$ cat config.mk
export PLATFORM = sky130hd
export DESIGN_NAME = uart_reg_bridge_flat
export DESIGN_NICKNAME = d
export VERILOG_FILES = /design/src/rtl/uart_reg_bridge_pkg.sv /design/src/rtl/uart_reg_bridge_if.sv /design/src/rtl/uart_reg_bridge_frame_timer.sv /design/src/rtl/uart_reg_bridge.sv /design/src/flat_wrapper.sv
export SDC_FILE = /design/constraint.sdc
export NUM_CORES = 1
export LEC_CHECK = 0
export CAP_MARGIN = 40
export CORE_ASPECT_RATIO = 1.25
export CORE_MARGIN = 5
export CORE_UTILIZATION = 55
export DETAILED_ROUTE_END_ITERATION = 6
export DONT_BUFFER_PORTS = 1
export HOLD_SLACK_MARGIN = 0.06
export PLACE_DENSITY = 0.82
export SYNTH_ARGS = -nofsm -noshare
export SYNTH_HDL_FRONTEND = slang
export SYNTH_SLANG_ARGS = --single-unit
$ cat constraint.sdc
create_clock -name clk -period 2.1 [get_ports clk]
set_clock_uncertainty 0.1 [all_clocks]
set_input_delay 0.42 -clock clk [delete_from_list [all_inputs] [get_ports clk]]
set_output_delay 0.42 -clock clk [all_outputs]
set_load 0.02 [all_outputs]
$ cat src/rtl/uart_reg_bridge_pkg.sv
// Shared types and constants for the UART register bridge.
// Holds the command byte layout, the bridge state encoding and error bit indices.
// No logic; imported by the bridge and its timer.
package uart_reg_bridge_pkg;

    // Command byte: bit 7 selects write, bits 6:0 address the register.
    typedef struct packed {
        logic       wr;
        logic [6:0] addr;
    } uart_cmd_t;

    typedef enum logic [1:0] {
        BR_IDLE    = 2'd0,
        BR_WR_DATA = 2'd1,
        BR_RD_RESP = 2'd2
    } bridge_state_t;

    // Bit positions inside the sticky err vector {ovr, tmo, addr}.
    localparam int ERR_ADDR = 0;
    localparam int ERR_TMO  = 1;
    localparam int ERR_OVR  = 2;
    localparam int ERR_W    = 3;

    // Number of bytes needed to carry a register of the given width.
    function automatic int bytes_for(input int width);
        return (width + 7) / 8;
    endfunction

endpackage

$ cat src/rtl/uart_reg_bridge_if.sv
// Byte-stream link between the UART receiver/transmitter and the bridge.
// Combinational bundle, no latency.
// tx side is valid/ready: tx_data holds while tx_valid is high and tx_ready is low.
interface uart_reg_bridge_if;
    logic [7:0] rx_data;
    logic       rx_valid;
    logic [7:0] tx_data;
    logic       tx_valid;
    logic       tx_ready;

    // Drives bytes in and accepts response bytes (UART side / testbench).
    modport master (
        output rx_data, rx_valid, tx_ready,
        input  tx_data, tx_valid
    );

    // Consumes command bytes and produces response bytes (bridge side).
    modport slave (
        input  rx_data, rx_valid, tx_ready,
        output tx_data, tx_valid
    );
endinterface

$ cat src/rtl/uart_reg_bridge_frame_timer.sv
// Inter-byte watchdog: counts cycles since the last restart while enabled.
// expired is combinational from the count; it rises TIMEOUT_CYC enabled cycles after a restart.
// No backpressure; restart has priority over expiry.
module uart_frame_timer #(
    parameter int TIMEOUT_CYC = 100000
) (
    input  logic clk,
    input  logic rst,
    input  logic restart,
    input  logic en,
    output logic expired
);
    localparam int CW = (TIMEOUT_CYC > 1) ? $clog2(TIMEOUT_CYC + 1) : 1;

    logic [CW-1:0] cnt;

    // Reload on every byte, otherwise count down to zero while the frame is open.
    always_ff @(posedge clk) begin
        if (rst) begin
            cnt <= '0;
        end else if (restart) begin
            cnt <= CW'(TIMEOUT_CYC - 1);
        end else if (en && (cnt != '0)) begin
            cnt <= cnt - CW'(1);
        end
    end

    // A byte arriving in the same cycle as expiry wins, so expiry is masked by restart.
    assign expired = en && !restart && (cnt == '0);

endmodule

$ cat src/rtl/uart_reg_bridge.sv
// Decodes UART command bytes into register writes and snapshot read-backs over TX.
// Write commits at the last data byte edge (wr_stb the next cycle); first TX byte 1 cycle after the read cmd.
// TX response waits on tx_ready with tx_data held; bytes arriving during a response are dropped (ovr).
module uart_reg_bridge
    import uart_reg_bridge_pkg::*;
#(
    parameter int REG_W       = 16,
    parameter int NUM_RW      = 4,
    parameter int NUM_RO      = 2,
    parameter int TIMEOUT_CYC = 100000
) (
    input  logic                     clk,
    input  logic                     rst,
    uart_reg_bridge_if.slave         uart,
    input  logic [NUM_RO*REG_W-1:0]  sts_in,
    output logic [NUM_RW*REG_W-1:0]  reg_q,
    output logic [NUM_RW-1:0]        wr_stb,
    input  logic                     err_clr,
    output logic [ERR_W-1:0]         err
);
    localparam int BYTES = bytes_for(REG_W);
    localparam int SH_W  = BYTES * 8;
    localparam int CNT_W = (BYTES > 1) ? $clog2(BYTES) : 1;

    localparam logic [7:0]       RW_LIM    = 8'(NUM_RW);
    localparam logic [7:0]       ALL_LIM   = 8'(NUM_RW + NUM_RO);
    localparam logic [CNT_W-1:0] LAST_BYTE = CNT_W'(BYTES - 1);

    uart_cmd_t      cmd;
    bridge_state_t  state;
    logic [6:0]     addr;
    logic [CNT_W-1:0] byte_cnt;
    logic [SH_W-1:0]  wr_buf;
    logic [SH_W-1:0]  wr_asm;
    logic [SH_W-1:0]  rd_val;
    logic [SH_W-1:0]  resp_shift;
    logic             resp_valid;
    logic [REG_W-1:0] regs [NUM_RW];
    logic             last_byte;
    logic             wr_addr_ok;
    logic             rd_addr_ok;
    logic             timer_en;
    logic             expired;
    logic             tmo_hit;
    logic [ERR_W-1:0] err_set;

    assign cmd        = uart_cmd_t'(uart.rx_data);
    assign last_byte  = (byte_cnt == LAST_BYTE);
    assign wr_addr_ok = ({1'b0, addr} < RW_LIM);
    assign rd_addr_ok = ({1'b0, cmd.addr} < ALL_LIM);
    assign timer_en   = (state == BR_WR_DATA);
    assign tmo_hit    = (state == BR_WR_DATA) && !uart.rx_valid && expired;

    // tx_data is the low byte of the response shifter, so it is stable between accepts.
    assign uart.tx_data  = resp_shift[7:0];
    assign uart.tx_valid = resp_valid;

    for (genvar i = 0; i < NUM_RW; i++) begin : g_pack
        assign reg_q[i*REG_W +: REG_W] = regs[i];
    end

    uart_frame_timer #(
        .TIMEOUT_CYC (TIMEOUT_CYC)
    ) u_timer (
        .clk     (clk),
        .rst     (rst),
        .restart (uart.rx_valid),
        .en      (timer_en),
        .expired (expired)
    );

    // Merge the incoming data byte into the partially assembled word at byte_cnt.
    always_comb begin
        wr_asm = wr_buf;
        for (int b = 0; b < BYTES; b++) begin
            if (byte_cnt == CNT_W'(b)) begin
                wr_asm[b*8 +: 8] = uart.rx_data;
            end
        end
    end

    // Look up the register named by the incoming cmd byte; unmapped addresses read as zero.
    always_comb begin
        rd_val = '0;
        for (int i = 0; i < NUM_RW; i++) begin
            if (cmd.addr == 7'(i)) begin
                rd_val[REG_W-1:0] = regs[i];
            end
        end
        for (int k = 0; k < NUM_RO; k++) begin
            if (cmd.addr == 7'(NUM_RW + k)) begin
                rd_val[REG_W-1:0] = sts_in[k*REG_W +: REG_W];
            end
        end
    end

    // Error events raised this cycle, one per sticky flag.
    always_comb begin
        err_set = '0;
        err_set[ERR_ADDR] = ((state == BR_IDLE) && uart.rx_valid && !cmd.wr && !rd_addr_ok)
                         || ((state == BR_WR_DATA) && uart.rx_valid && last_byte && !wr_addr_ok);
        err_set[ERR_TMO]  = tmo_hit;
        err_set[ERR_OVR]  = (state == BR_RD_RESP) && uart.rx_valid;
    end

    // Sticky error flags: a new event in the clear cycle survives the clear.
    always_ff @(posedge clk) begin
        if (rst) begin
            err <= '0;
        end else begin
            err <= (err_clr ? '0 : err) | err_set;
        end
    end

    // Frame FSM with byte assembly, register commit and read response shifting.
    always_ff @(posedge clk) begin
        if (rst) begin
            state      <= BR_IDLE;
            addr       <= '0;
            byte_cnt   <= '0;
            wr_buf     <= '0;
            resp_shift <= '0;
            resp_valid <= 1'b0;
            wr_stb     <= '0;
            for (int i = 0; i < NUM_RW; i++) begin
                regs[i] <= '0;
            end
        end else begin
            wr_stb <= '0;
            case (state)
                BR_IDLE: begin
                    if (uart.rx_valid) begin
                        addr     <= cmd.addr;
                        byte_cnt <= '0;
                        if (cmd.wr) begin
                            wr_buf <= '0;
                            state  <= BR_WR_DATA;
                        end else begin
                            // Snapshot now so later register changes cannot tear the response.
                            resp_shift <= rd_val;
                            resp_valid <= 1'b1;
                            state      <= BR_RD_RESP;
                        end
                    end
                end
                BR_WR_DATA: begin
                    if (uart.rx_valid) begin
                        wr_buf <= wr_asm;
                        if (last_byte) begin
                            byte_cnt <= '0;
                            state    <= BR_IDLE;
                            // Unmapped addresses match no index, so nothing commits.
                            for (int i = 0; i < NUM_RW; i++) begin
                                if (addr == 7'(i)) begin
                                    regs[i]   <= wr_asm[REG_W-1:0];
                                    wr_stb[i] <= 1'b1;
                                end
                            end
                        end else begin
                            byte_cnt <= byte_cnt + CNT_W'(1);
                        end
                    end else if (tmo_hit) begin
                        byte_cnt <= '0;
                        wr_buf   <= '0;
                        state    <= BR_IDLE;
                    end
                end
                BR_RD_RESP: begin
                    if (resp_valid && uart.tx_ready) begin
                        resp_shift <= resp_shift >> 8;
                        if (last_byte) begin
                            byte_cnt   <= '0;
                            resp_valid <= 1'b0;
                            state      <= BR_IDLE;
                        end else begin
                            byte_cnt <= byte_cnt + CNT_W'(1);
                        end
                    end
                end
                default: begin
                    state <= BR_IDLE;
                end
            endcase
        end
    end

endmodule

$ cat src/flat_wrapper.sv
// flat-port wrapper written by rule: the top's interface ports become plain ports
module uart_reg_bridge_flat import uart_reg_bridge_pkg::*;
#(
    parameter int REG_W       = 16,
    parameter int NUM_RW      = 4,
    parameter int NUM_RO      = 2,
    parameter int TIMEOUT_CYC = 100000
)
  (clk, rst, sts_in, reg_q, wr_stb, err_clr, err, uart_rx_data, uart_rx_valid, uart_tx_ready, uart_tx_data, uart_tx_valid);
  uart_reg_bridge_if uart_i ();
  input  logic clk;
  input  logic rst;
  input  logic [NUM_RO*REG_W-1:0] sts_in;
  output logic [NUM_RW*REG_W-1:0] reg_q;
  output logic [NUM_RW-1:0] wr_stb;
  input  logic err_clr;
  output logic [ERR_W-1:0] err;
  input wire logic [$bits(uart_i.rx_data)-1:0] uart_rx_data;
  input wire logic [$bits(uart_i.rx_valid)-1:0] uart_rx_valid;
  input wire logic [$bits(uart_i.tx_ready)-1:0] uart_tx_ready;
  output wire logic [$bits(uart_i.tx_data)-1:0] uart_tx_data;
  output wire logic [$bits(uart_i.tx_valid)-1:0] uart_tx_valid;
  assign uart_i.rx_data = uart_rx_data;
  assign uart_i.rx_valid = uart_rx_valid;
  assign uart_i.tx_ready = uart_tx_ready;
  assign uart_tx_data = uart_i.tx_data;
  assign uart_tx_valid = uart_i.tx_valid;
  uart_reg_bridge #(.REG_W(REG_W), .NUM_RW(NUM_RW), .NUM_RO(NUM_RO), .TIMEOUT_CYC(TIMEOUT_CYC)) u_core (.clk(clk), .rst(rst), .uart(uart_i), .sts_in(sts_in), .reg_q(reg_q), .wr_stb(wr_stb), .err_clr(err_clr), .err(err));
endmodule
## After elaboration in Yosys (flattened, before gate mapping)

Memory sizes are Yosys's and may differ from the RTL's.
Cells that the tools add are included.

| word-level totals | value |
|---|---|
| bits in registers | 67 |
| bits in writable memories | 64 |
| input port bits | 45 |
| output and inout bits | 80 |
| word-level logic and storage cells | 141 |
| memories kept | 1 |

| operators by class | value |
|---|---|
| add/subtract/negate cells | 2 |
| order comparisons | 2 |
| equal/unequal tests | 16 |
| multiplexer cells | 68 |
| bitwise operators | 8 |
| reduce and logical (&&, ||, !) cells | 34 |

Memory list:

| memory | words | width | rd ports | clocked after memory_dff | wr ports | line | text |
|---|---|---|---|---|---|---|---|
| u_core.regs | 4 | 16 | 4 | 0 | 4 | uart_reg_bridge.sv:38 | `logic [REG_W-1:0] regs [NUM_RW];` |

Operators with widths:

| kind | count |
|---|---|
| 16-bit 2-to-1 mux | 17 |
| 16-bit one-hot mux with 2 select lines | 2 |
| 1-bit 2-to-1 mux | 35 |
| 17-bit 2-to-1 mux | 2 |
| 7-bit by 2-bit equality test with 1-bit output, second input constant | 4 |
| 17-bit logical NOT | 1 |
| 17-bit nonzero test | 1 |
| 17-bit by 1-bit subtractor with 17-bit output, second input constant | 1 |
| 8-bit 2-to-1 mux | 2 |
| 7-bit by 1-bit equality test with 1-bit output, second input constant | 2 |
| 7-bit by 3-bit equality test with 1-bit output, second input constant | 2 |
| 7-bit logical NOT | 2 |
| 7-bit by 3-bit less-than comparator with 1-bit output, second input constant | 2 |
| 1-bit logical AND | 12 |
| 2-bit 2-to-1 mux | 6 |
| 4-bit AND reduction | 3 |
| 2-bit != test, second input constant | 4 |
| 2-bit one-hot mux with 3 select lines | 1 |
| 2-bit nonzero test | 3 |
| 5-bit AND reduction | 1 |
| 1-bit logical NOT | 4 |
| 1-bit bitwise OR | 4 |
| 4-bit OR reduction | 1 |
| 3-bit 2-to-1 mux | 1 |
| 15 further kinds | 17 |

## Logic depth before layout (Yosys ltp)

Gate-level depths: netlist of run 1.

| depth | value |
|---|---|
| depth in word-level cells | 10 |
| mapped depth | 9 |

## Modules after synthesis

Synthesis of run 1 repeated with hierarchy kept, for this count alone.

| second synthesis, totals | value |
|---|---|
| cells, all modules | 579 |
| area, all modules | 6172.2 um2 |

By module, submodules not included:

| module | instances | cells each | area each (um2) | sequential area each (um2) |
|---|---|---|---|---|
| uart_reg_bridge | 1 | 479 | 5300.1 | 2922.8 |
| uart_frame_timer | 1 | 100 | 872.1 | 340.3 |

## Worst setup path before layout of run 1

OpenSTA, ideal clock, no wires.

| timing | value |
|---|---|
| path type | register to register |
| start point | register u_core.state[0] |
| end point | register u_core.resp_shift[0] |
| library setup time | 0.103 ns |
| arrival | 2.079 ns |
| path slack | -0.183 ns |
| cell stages (with the launch flop) | 8 |
| buffers on the path | 1 |
| clock period less this slack | 2.283 ns |
| cell sequence | dfxtp_1 inv_1 ha_1 a21boi_0 a211oi_1 clkbuf_1 nor2_1 a2111oi_2 |

| on the way | value |
|---|---|
| word-level cells in the longest chain between the ends | 3 |

Ends and longest elaborated chain:

| element | line | text |
|---|---|---|
| start, declared | uart_reg_bridge.sv:30 | `bridge_state_t state;` |
| start signal, assigned | uart_reg_bridge.sv:118 | `state <= BR_IDLE;` |
| start signal, assigned | uart_reg_bridge.sv:137 | `state <= BR_WR_DATA;` |
| start signal, assigned | uart_reg_bridge.sv:142 | `state <= BR_RD_RESP;` |
| 2-bit equality test or 2-bit logical NOT (tied branches) | uart_reg_bridge.sv:130 | `case (state)` |
| 2-bit != test (no line) or 2-bit nonzero test (tied branches) | - |  |
| 4-bit AND reduction (no line) | - |  |
| end signal, assigned | uart_reg_bridge.sv:140 | `resp_shift <= rd_val;` |
| end signal, assigned | uart_reg_bridge.sv:170 | `resp_shift <= resp_shift >> 8;` |
| end, declared | uart_reg_bridge.sv:36 | `logic [SH_W-1:0] resp_shift;` |

Parallel ways exist; a longest one is shown, timed or not.
A chain may end at the register's enable or synchronous reset.

## Worst setup path after layout of run 1

| timing | value |
|---|---|
| start point | register u_core.u_timer.cnt[12] |
| end point | register u_core.wr_buf[15] |

| on the way | value |
|---|---|
| word-level cells in the longest chain between the ends | 5 |

Ends and longest elaborated chain:

| element | line | text |
|---|---|---|
| start, declared | uart_reg_bridge_frame_timer.sv:15 | `logic [CW-1:0] cnt;` |
| start signal, assigned | uart_reg_bridge_frame_timer.sv:22 | `cnt <= CW'(TIMEOUT_CYC - 1);` |
| start signal, assigned | uart_reg_bridge_frame_timer.sv:24 | `cnt <= cnt - CW'(1);` |
| 17-bit logical NOT | uart_reg_bridge_frame_timer.sv:29 | `assign expired = en && !restart && (cnt == '0);` |
| 1-bit logical AND | uart_reg_bridge_frame_timer.sv:29 |  |
| 1-bit logical AND | uart_reg_bridge.sv:52 | `assign tmo_hit = (state == BR_WR_DATA) && !uart.rx_valid && expired;` |
| 3-bit by 2-bit != test with 1-bit output (no line) | - |  |
| 4-bit AND reduction (no line) | - |  |
| end signal, assigned | uart_reg_bridge.sv:148 | `wr_buf <= wr_asm;` |
| end, declared | uart_reg_bridge.sv:33 | `logic [SH_W-1:0] wr_buf;` |

Every way passes these cells.

==> out/results.txt, run 1 <==
Worst Setup Start Kind: register
DR pass1 iterations: 7
Post-synth EDFFs: 64
Layout Utilization: 70.1%
CP Cell Sequence: or4_4, nor4_4, buf_12, a41oi_4, clkbuf_16, o31ai_1
Post-synthesis register bit count: 131
Clock buffer count from CTS: 17
H-Tree Depth: 4
Wire per inst: 24.8 µm
Post-Layout Cell Count: 836
Slowest Stage Delay on Critical Path: 0.55 ns
Longest Clk Path Bufs: 2
Synth top cells by count: nor2_1, dfxtp_1, edfxtp_1
Die width: 105 µm
Slew Limit Fails: 0
Vias in the first global route: 5363
Wirelength, routed: 20700 µm
Final Hold Fails: 0
Initial Util: 55.9%
Seq pwr share: 44.1%
Hold_ws: 0.0809 ns
Syn Inst Count: 623
Grt ovf: 0
Fillers: 724
Critical Path RT: 2.29 ns
Worst-path clk slew: 0.06 ns
CTS Sinks: 131
CTS Root Cell: clkbuf_16
Synth Flop Type: dfxtp_1
Post-Synthesis Cell Area: 6200 µm²
Sequential element share of the synthesized area: 52.7%
RSZ-0062 raised after global routing: yes
Antenna viol nets, final: 0
Synth top area share: 31.0%
Worst slew margin: 60.2%
Die ar.: 13500 µm²
Sw Share: 26.5%
Clock power share: 44.1%
IO buf count: 0
Post-DP HPWL: 13500 µm
Crit end category: register
Net Count, Synth: 673
First-pass GRT wire length: 30200 µm
Final cycle utilization of the critical path: 116%
Worst hold path class: input pin to register
Int Pwr: 4870 µW
IO Pins: 125
# setup viols final: 19
# placed instances: 783
Asr flop ratio synth: 0%
Area grow syn2layout: 25.5%
Worst setup margin: -0.326 ns
Worst Path Arrival: 2.62 ns
TritonCTS clock tree: done
Die H: 129 µm
Initial DRC Count: 786
# DRC: 2
Most common cell in the netlist: nor2_1
Core area: 11100 µm²
Share of cells above drive strength 1: 23.8%
Avg Cell Area, Syn: 9.95 µm²
Pwr dens: 852 nW/µm²
CP Max Fanout: 8
Largest net degree at the start of global routing: 45
Sw power: 1750 µW
Master of the slowest instance on the critical path: or4_4
Ranking of synthesized cells by area: edfxtp_1, dfxtp_1, nor2_1, mux2i_1, nand2_1
Fmax: 0.412 GHz
Leakage: 0.00288 µW
Min Clock Period, post-route: 2.43 ns
Failing checks: DRC, setup timing
Routed vias/inst: 6.77
Status: finished with violations
Final nets: 738
Antenna Diode Count: 0
Ys Warns: 0
Initial antenna violation count: 0
Max-Cap Viols: 0
Comb power frac: 11.8%
Later-pin clock latency in the skew report: 0.42 ns
Setup CP Type: register to register
Worst ir drop on vdd: 0.590 mV
Setup TNS: -2.20 ns
Netlist cell types: 60
DR vias: 5662
Biggest area consumer among synthesized cells: edfxtp_1
Least-Margin Pin Slew: 0.581 ns
Final GP Congestion: 0.976
Total GRT Usage: 29.0%
Rows: 43
## sequential cells by signal, summed over array words and instances, names as in the netlist
signal	cells
u_core.addr	7
u_core.byte_cnt	1
u_core.err	3
u_core.regs	64
u_core.resp_shift	16
u_core.state	2
u_core.u_timer.cnt	17
u_core.uart.tx_valid	1
u_core.wr_buf	16
u_core.wr_stb	4
## final timing paths
path                                        startpoint                 to  slack (ns)  cells after the start
worst min register to register          u_core.addr[4]     u_core.addr[4]        0.36                      2
worst max-delay path            u_core.u_timer.cnt[12]  u_core.wr_buf[15]       -0.33                      6
worst max register to register  u_core.u_timer.cnt[12]  u_core.wr_buf[15]       -0.33                      6
worst min-delay path                           err_clr      u_core.err[2]        0.08                      2
## cell families (layout without fill, tap and decap cells)
kind of cell               Yosys count  in the layout  synth area share [%]
buffers and inverters               65            143                  4.54
and+or+nand+nor                    232            232                  18.9
AOI/OAI and AO/OA                  147            147                  16.1
xor gates and xnor gates            13             13                  1.84
DFF                                131            131                  52.7
muxes                               30             30                  4.91
adders and majority gates            5              5                  1.01
## worst max-delay path: cells and delay by family (launching register included)
| kind | cells | cell delay, ns |
|---|---|---|
| AOI/OAI and AO/OA | 2 | 0.58 |
| buffers and inverters | 2 | 0.40 |
| DFF | 1 | 0.32 |
| and+or+nand+nor | 2 | 0.89 |
## repair_timing
action	CTS	global route
gates resized for setup	10	23
gates cloned	0	3
hold buffers	9	0
pin swaps	1	4
setup buffers	0	9
hold endpoints to repair	31	0
setup endpoints to repair	20	41
## cell type report
type | instances | area (µm²) | share of cell area, %
clock buffer | 18 | 429 | 5.52
clock inverter | 14 | 154 | 1.98
inverter | 15 | 56.3 | 0.724
multi-input combinational | 427 | 2810 | 36.2
sequential | 131 | 3270 | 42.0
tap | 135 | 169 | 2.17
timing repair buffer | 96 | 887 | 11.4
## cells in the final DEF (no fill, tap or decap), types with 13 or more instances in the layout
| cell | instances |
|---|---|
| o21ai_0 | 23 |
| a21oi_1 | 33 |
| inv_1 | 14 |
| nor2_1 | 91 |
| nand2_1 | 45 |
| mux2i_1 | 27 |
| buf_4 | 75 |
| clkbuf_16 | 19 |
| nor3_1 | 15 |
| xnor2_1 | 13 |
| dfxtp_1 | 63 |
| nand3b_1 | 16 |
| edfxtp_1 | 64 |
## power groups by stage
stage	Sequential (µW)	Combinational, µW	Clock (µW)
6_report	2920	784	2920
5_1_grt	2930	833	3020
4_1_cts	2910	680	2910
3_5_place_dp	2960	635	0
3_3_place_gp	2960	615	0
2_1_floorplan	2930	449	0
## through the flow
stage	area, µm²	total power [µW]	setup WS [ns]
finish	7770	6620	-0.326
global route	7770	6780	-0.417
CTS	7530	6500	-0.0854
detailed placement	6800	3600	-0.0345
global placement	6800	3580	0.0141
floorplan	6210	3380	-0.0699
## per-layer routing
layer / global-route usage [%] / vias up / wire length (µm)
met1: 34.3 / 2692 / 7090
li1: - / 2409 / -
met3: 9.08 / 111 / 2450
met5: 0 / - / 0
met2: 48.7 / 450 / 9960
met4: 12.5 / 0 / 1190
Note: power is estimated with default switching activity, not from simulation.
==> run 2, diff against run 1 <==
Settings changed: SYNTH_HIERARCHICAL set to 1.
==> out/results.txt, run 2 <==
Status: finished with violations
Failing checks: hold timing, setup timing
Worst ir drop on vdd: 0.984 mV (+67%)
Longest Clk Path Bufs: 2 (unchanged)
Leakage: 0.00281 µW (-2.3%)
CTS Sinks: 131 (unchanged)
DR vias: 5445 (-3.8%)
Syn Inst Count: 579 (-7.1%)
Max-Cap Viols: 0 (unchanged)
# setup viols final: 44 (+25)
Share of cells above drive strength 1: 29.7% (+5.9 points)
H-Tree Depth: 4 (unchanged)
IO buf count: 0 (unchanged)
# placed instances: 737 (-5.9%)
Clock buffer count from CTS: 17 (unchanged)
Die H: 128 µm (-0.17%)
Worst Path Arrival: 3.05 ns (+0.43 ns)
Sw power: 1910 µW (+8.7%)
Most common cell in the netlist: nor2_1
Total GRT Usage: 27.7% (-1.2 points)
Layout Utilization: 70.6% (+0.47 points)
Worst hold path class: input pin to register
Post-Layout Cell Count: 785 (-6.1%)
CP startpoint: u_core/u_timer/cnt[12]
Antenna viol nets, final: 0 (unchanged)
Sequential element share of the synthesized area: 52.9% (+0.20 points)
CP Max Fanout: 18 (+10)
Critical Path RT: 2.32 ns (+0.03 ns)
Hold_ws: -0.0460 ns (-0.127 ns)
Worst setup margin: -0.724 ns (-0.398 ns)
Net Count, Synth: 629 (-6.5%)
Multi-input logic area: 2890 µm² (+2.8%)
Later-pin clock latency in the skew report: 0.43 ns (about the same)
CP Cell Sequence: or4_4, or4_4, nor3_4, nand2b_4, a21oi_4, buf_12, or4_1, a21oi_1
CP dominant cell by count: or4_4
Setup CP Type: register to register
Final cycle utilization of the critical path: 134% (+19 points)
Final Hold Fails: 40 (+40)
Final GP Congestion: 0.931 (-4.6%)
RR Startpoint: u_core/u_timer/cnt[12]
Largest Register: u_core/regs
Die width: 105 µm (-0.18%)
Register Area: 3270 µm² (about the same)
Crit end category: register
First-pass GRT wire length: 28900 µm (-4.5%)
Dpl ws: -0.579 ns (-0.544 ns)
Bufs and invs on worst path: 1 (-1)
Synth Flop Type: dfxtp_1
Synth top cells by count: nor2_1, dfxtp_1, edfxtp_1
Seq pwr share: 41.2% (-2.9 points)
Worst-path clk slew: 0.07 ns (about the same)
Core area: 11000 µm² (-0.49%)
Netlist cell types: 58 (-3.3%)
Clock power share: 45.2% (+1.1 points)
Least-Margin Pin Slew: 0.724 ns (+0.143 ns)
Initial Util: 56.0% (+0.057 points)
Setup TNS: -15.74 ns (-13.54 ns)
Die ar.: 13500 µm² (-0.35%)
TritonCTS clock tree: done
Ys Warns: 6 (+6)
Biggest area consumer among synthesized cells: edfxtp_1
Sw Share: 26.7% (+0.22 points)
Largest net degree at the start of global routing: 59 (+31%)
Comb power frac: 13.6% (+1.8 points)
Asr flop ratio synth: 0% (unchanged)
Rows: 43 (unchanged)
Fillers: 638 (-12%)
Worst Setup Start Kind: register
Vias in the first global route: 5309 (-1.0%)
Grt ovf: 0 (unchanged)
Worst slew margin: 51.6% (-8.5 points)
Slowest Stage Delay on Critical Path: 0.53 ns (-0.02 ns)
Post-Synthesis Cell Area: 6170 µm² (-0.38%)
CTS Root Cell: clkbuf_16
# DRC: 0 (-2)
Min Clock Period, post-route: 2.82 ns (+0.398 ns)
Commonest non-fill, non-tap cell in the layout: nor2_1
Synth top area share: 31.1% (+0.12 points)
Wirelength, routed: 21000 µm (+1.3%)
DR pass1 iterations: 6 (-1)
Int Pwr: 5230 µW (+7.5%)
Ranking of synthesized cells by area: edfxtp_1, dfxtp_1, nor2_1, mux4_2, a21oi_1
Area grow syn2layout: 26.2%
CTS Hold Buffers Added: 2 (-7)
Hold path start: rst
Post-DP HPWL: 12400 µm (-8.1%)
Routed vias/inst: 6.94 (+2.4%)
Wire per inst: 26.7 µm (+7.9%)
Max reg flops: 64 (unchanged)
Top delay family on crit path: simple AND/OR/NAND/NOR gates
Antenna Diode Count: 0 (unchanged)
Post-synth EDFFs: 64 (unchanged)
Post-synthesis register bit count: 131 (unchanged)
Avg Cell Area, Syn: 10.7 µm² (+7.2%)
Slew Limit Fails: 0 (unchanged)
Most frequent cells in the layout: nor2_1, buf_4, dfxtp_1
Pwr dens: 917 nW/µm² (+7.6%)
Fmax: 0.354 GHz (-14%)
Initial DRC Count: 783 (-0.38%)
Largest registers: u_core/regs x64, u_core/u_timer/cnt x17
Final nets: 687 (-6.9%)
IO Pins: 125 (unchanged)
Initial antenna violation count: 0 (unchanged)
Master of the slowest instance on the critical path: or4_4
RSZ-0062 raised after global routing: yes
run 2: changes by cell type in the layout (fill, tap and decap cells not counted), moves of 10 or more:
cell      delta
a21oi_2     +14
a31oi_1     -10
mux4_2      +15
nand2_1     -30
nand3b_1    -12
nor3_1      -10
o21ai_0     +11
o22ai_1     -10
o31ai_2     -10
or4_4       +11
run 2: routing by layer:
layer / wire length (µm) / track usage (%) / up-vias
li1: - / - / 2265
met4: 1110 / 12.9 / 0
met3: 2390 / 10.4 / 108
met1: 7090 / 30.1 / 2592
met5: 0 / 0 / -
met2: 10400 / 48.0 / 480
run 2: cell type report:
type | count | area share, %
Tap cell | 135 | 2.17
Multi-Input combinational cell | 387 | 37.1
Inverter | 17 | 0.819
Clock inverter | 15 | 2.81
Sequential cell | 131 | 41.9
Clock buffer | 17 | 5.46
Timing Repair Buffer | 83 | 9.70
run 2: cell families (layout without fill, tap and decap cells):
logic type                 Yosys count  count (layout)  share of synthesized area, %
muxes                               36              36                          8.90
adders and majority gates            5               5                          1.01
DFF                                131             131                          52.9
AOI/OAI and AO/OA                  138             138                          14.4
and+or+nand+nor                    197             197                          16.5
xor gates and xnor gates            11              11                          1.56
buffers and inverters               61             132                          4.80
run 2: path summary, 6_finish.rpt:
check                                         end  slack, ns  cells after the start
worst min-delay path                u_core/err[1]      -0.05                      1
worst max register to register  u_core/wr_buf[15]      -0.72                      8
worst max-delay path            u_core/wr_buf[15]      -0.72                      8
worst min register to register     u_core/addr[4]       0.35                      2
run 2: power groups by stage:
stage / Sequential, µW / Clock [µW] / Combinational, µW
6_report: 2940 / 3230 / 970
5_1_grt: 2950 / 3360 / 1020
4_1_cts: 2930 / 3230 / 789
3_5_place_dp: 2980 / 0 / 760
3_3_place_gp: 2980 / 0 / 720
2_1_floorplan: 2950 / 0 / 526
run 2: repair_timing:
action / 4_1_cts / 5_1_grt
pin swaps: 10 / 13
setup buffers: 3 / 12
endpoints found under the setup margin: 64 / 178
resized for setup: 13 / 57
hold endpoints to repair: 48 / 46
gates cloned: 0 / 1
run 2: per-stage QoR:
step / instance area, µm² / total power, µW
floorplan: 6180 / 3470
global placement: 6700 / 3700
detailed placement: 6700 / 3740
CTS: 7440 / 6950
finish: 7790 / 7140
global route: 7790 / 7330
==> run 3, diff against run 2 <==
Settings changed: CAP_MARGIN 40 to 20.
==> results of run 3 <==
Final layout, timing and power as in run 2 (identical DEF).
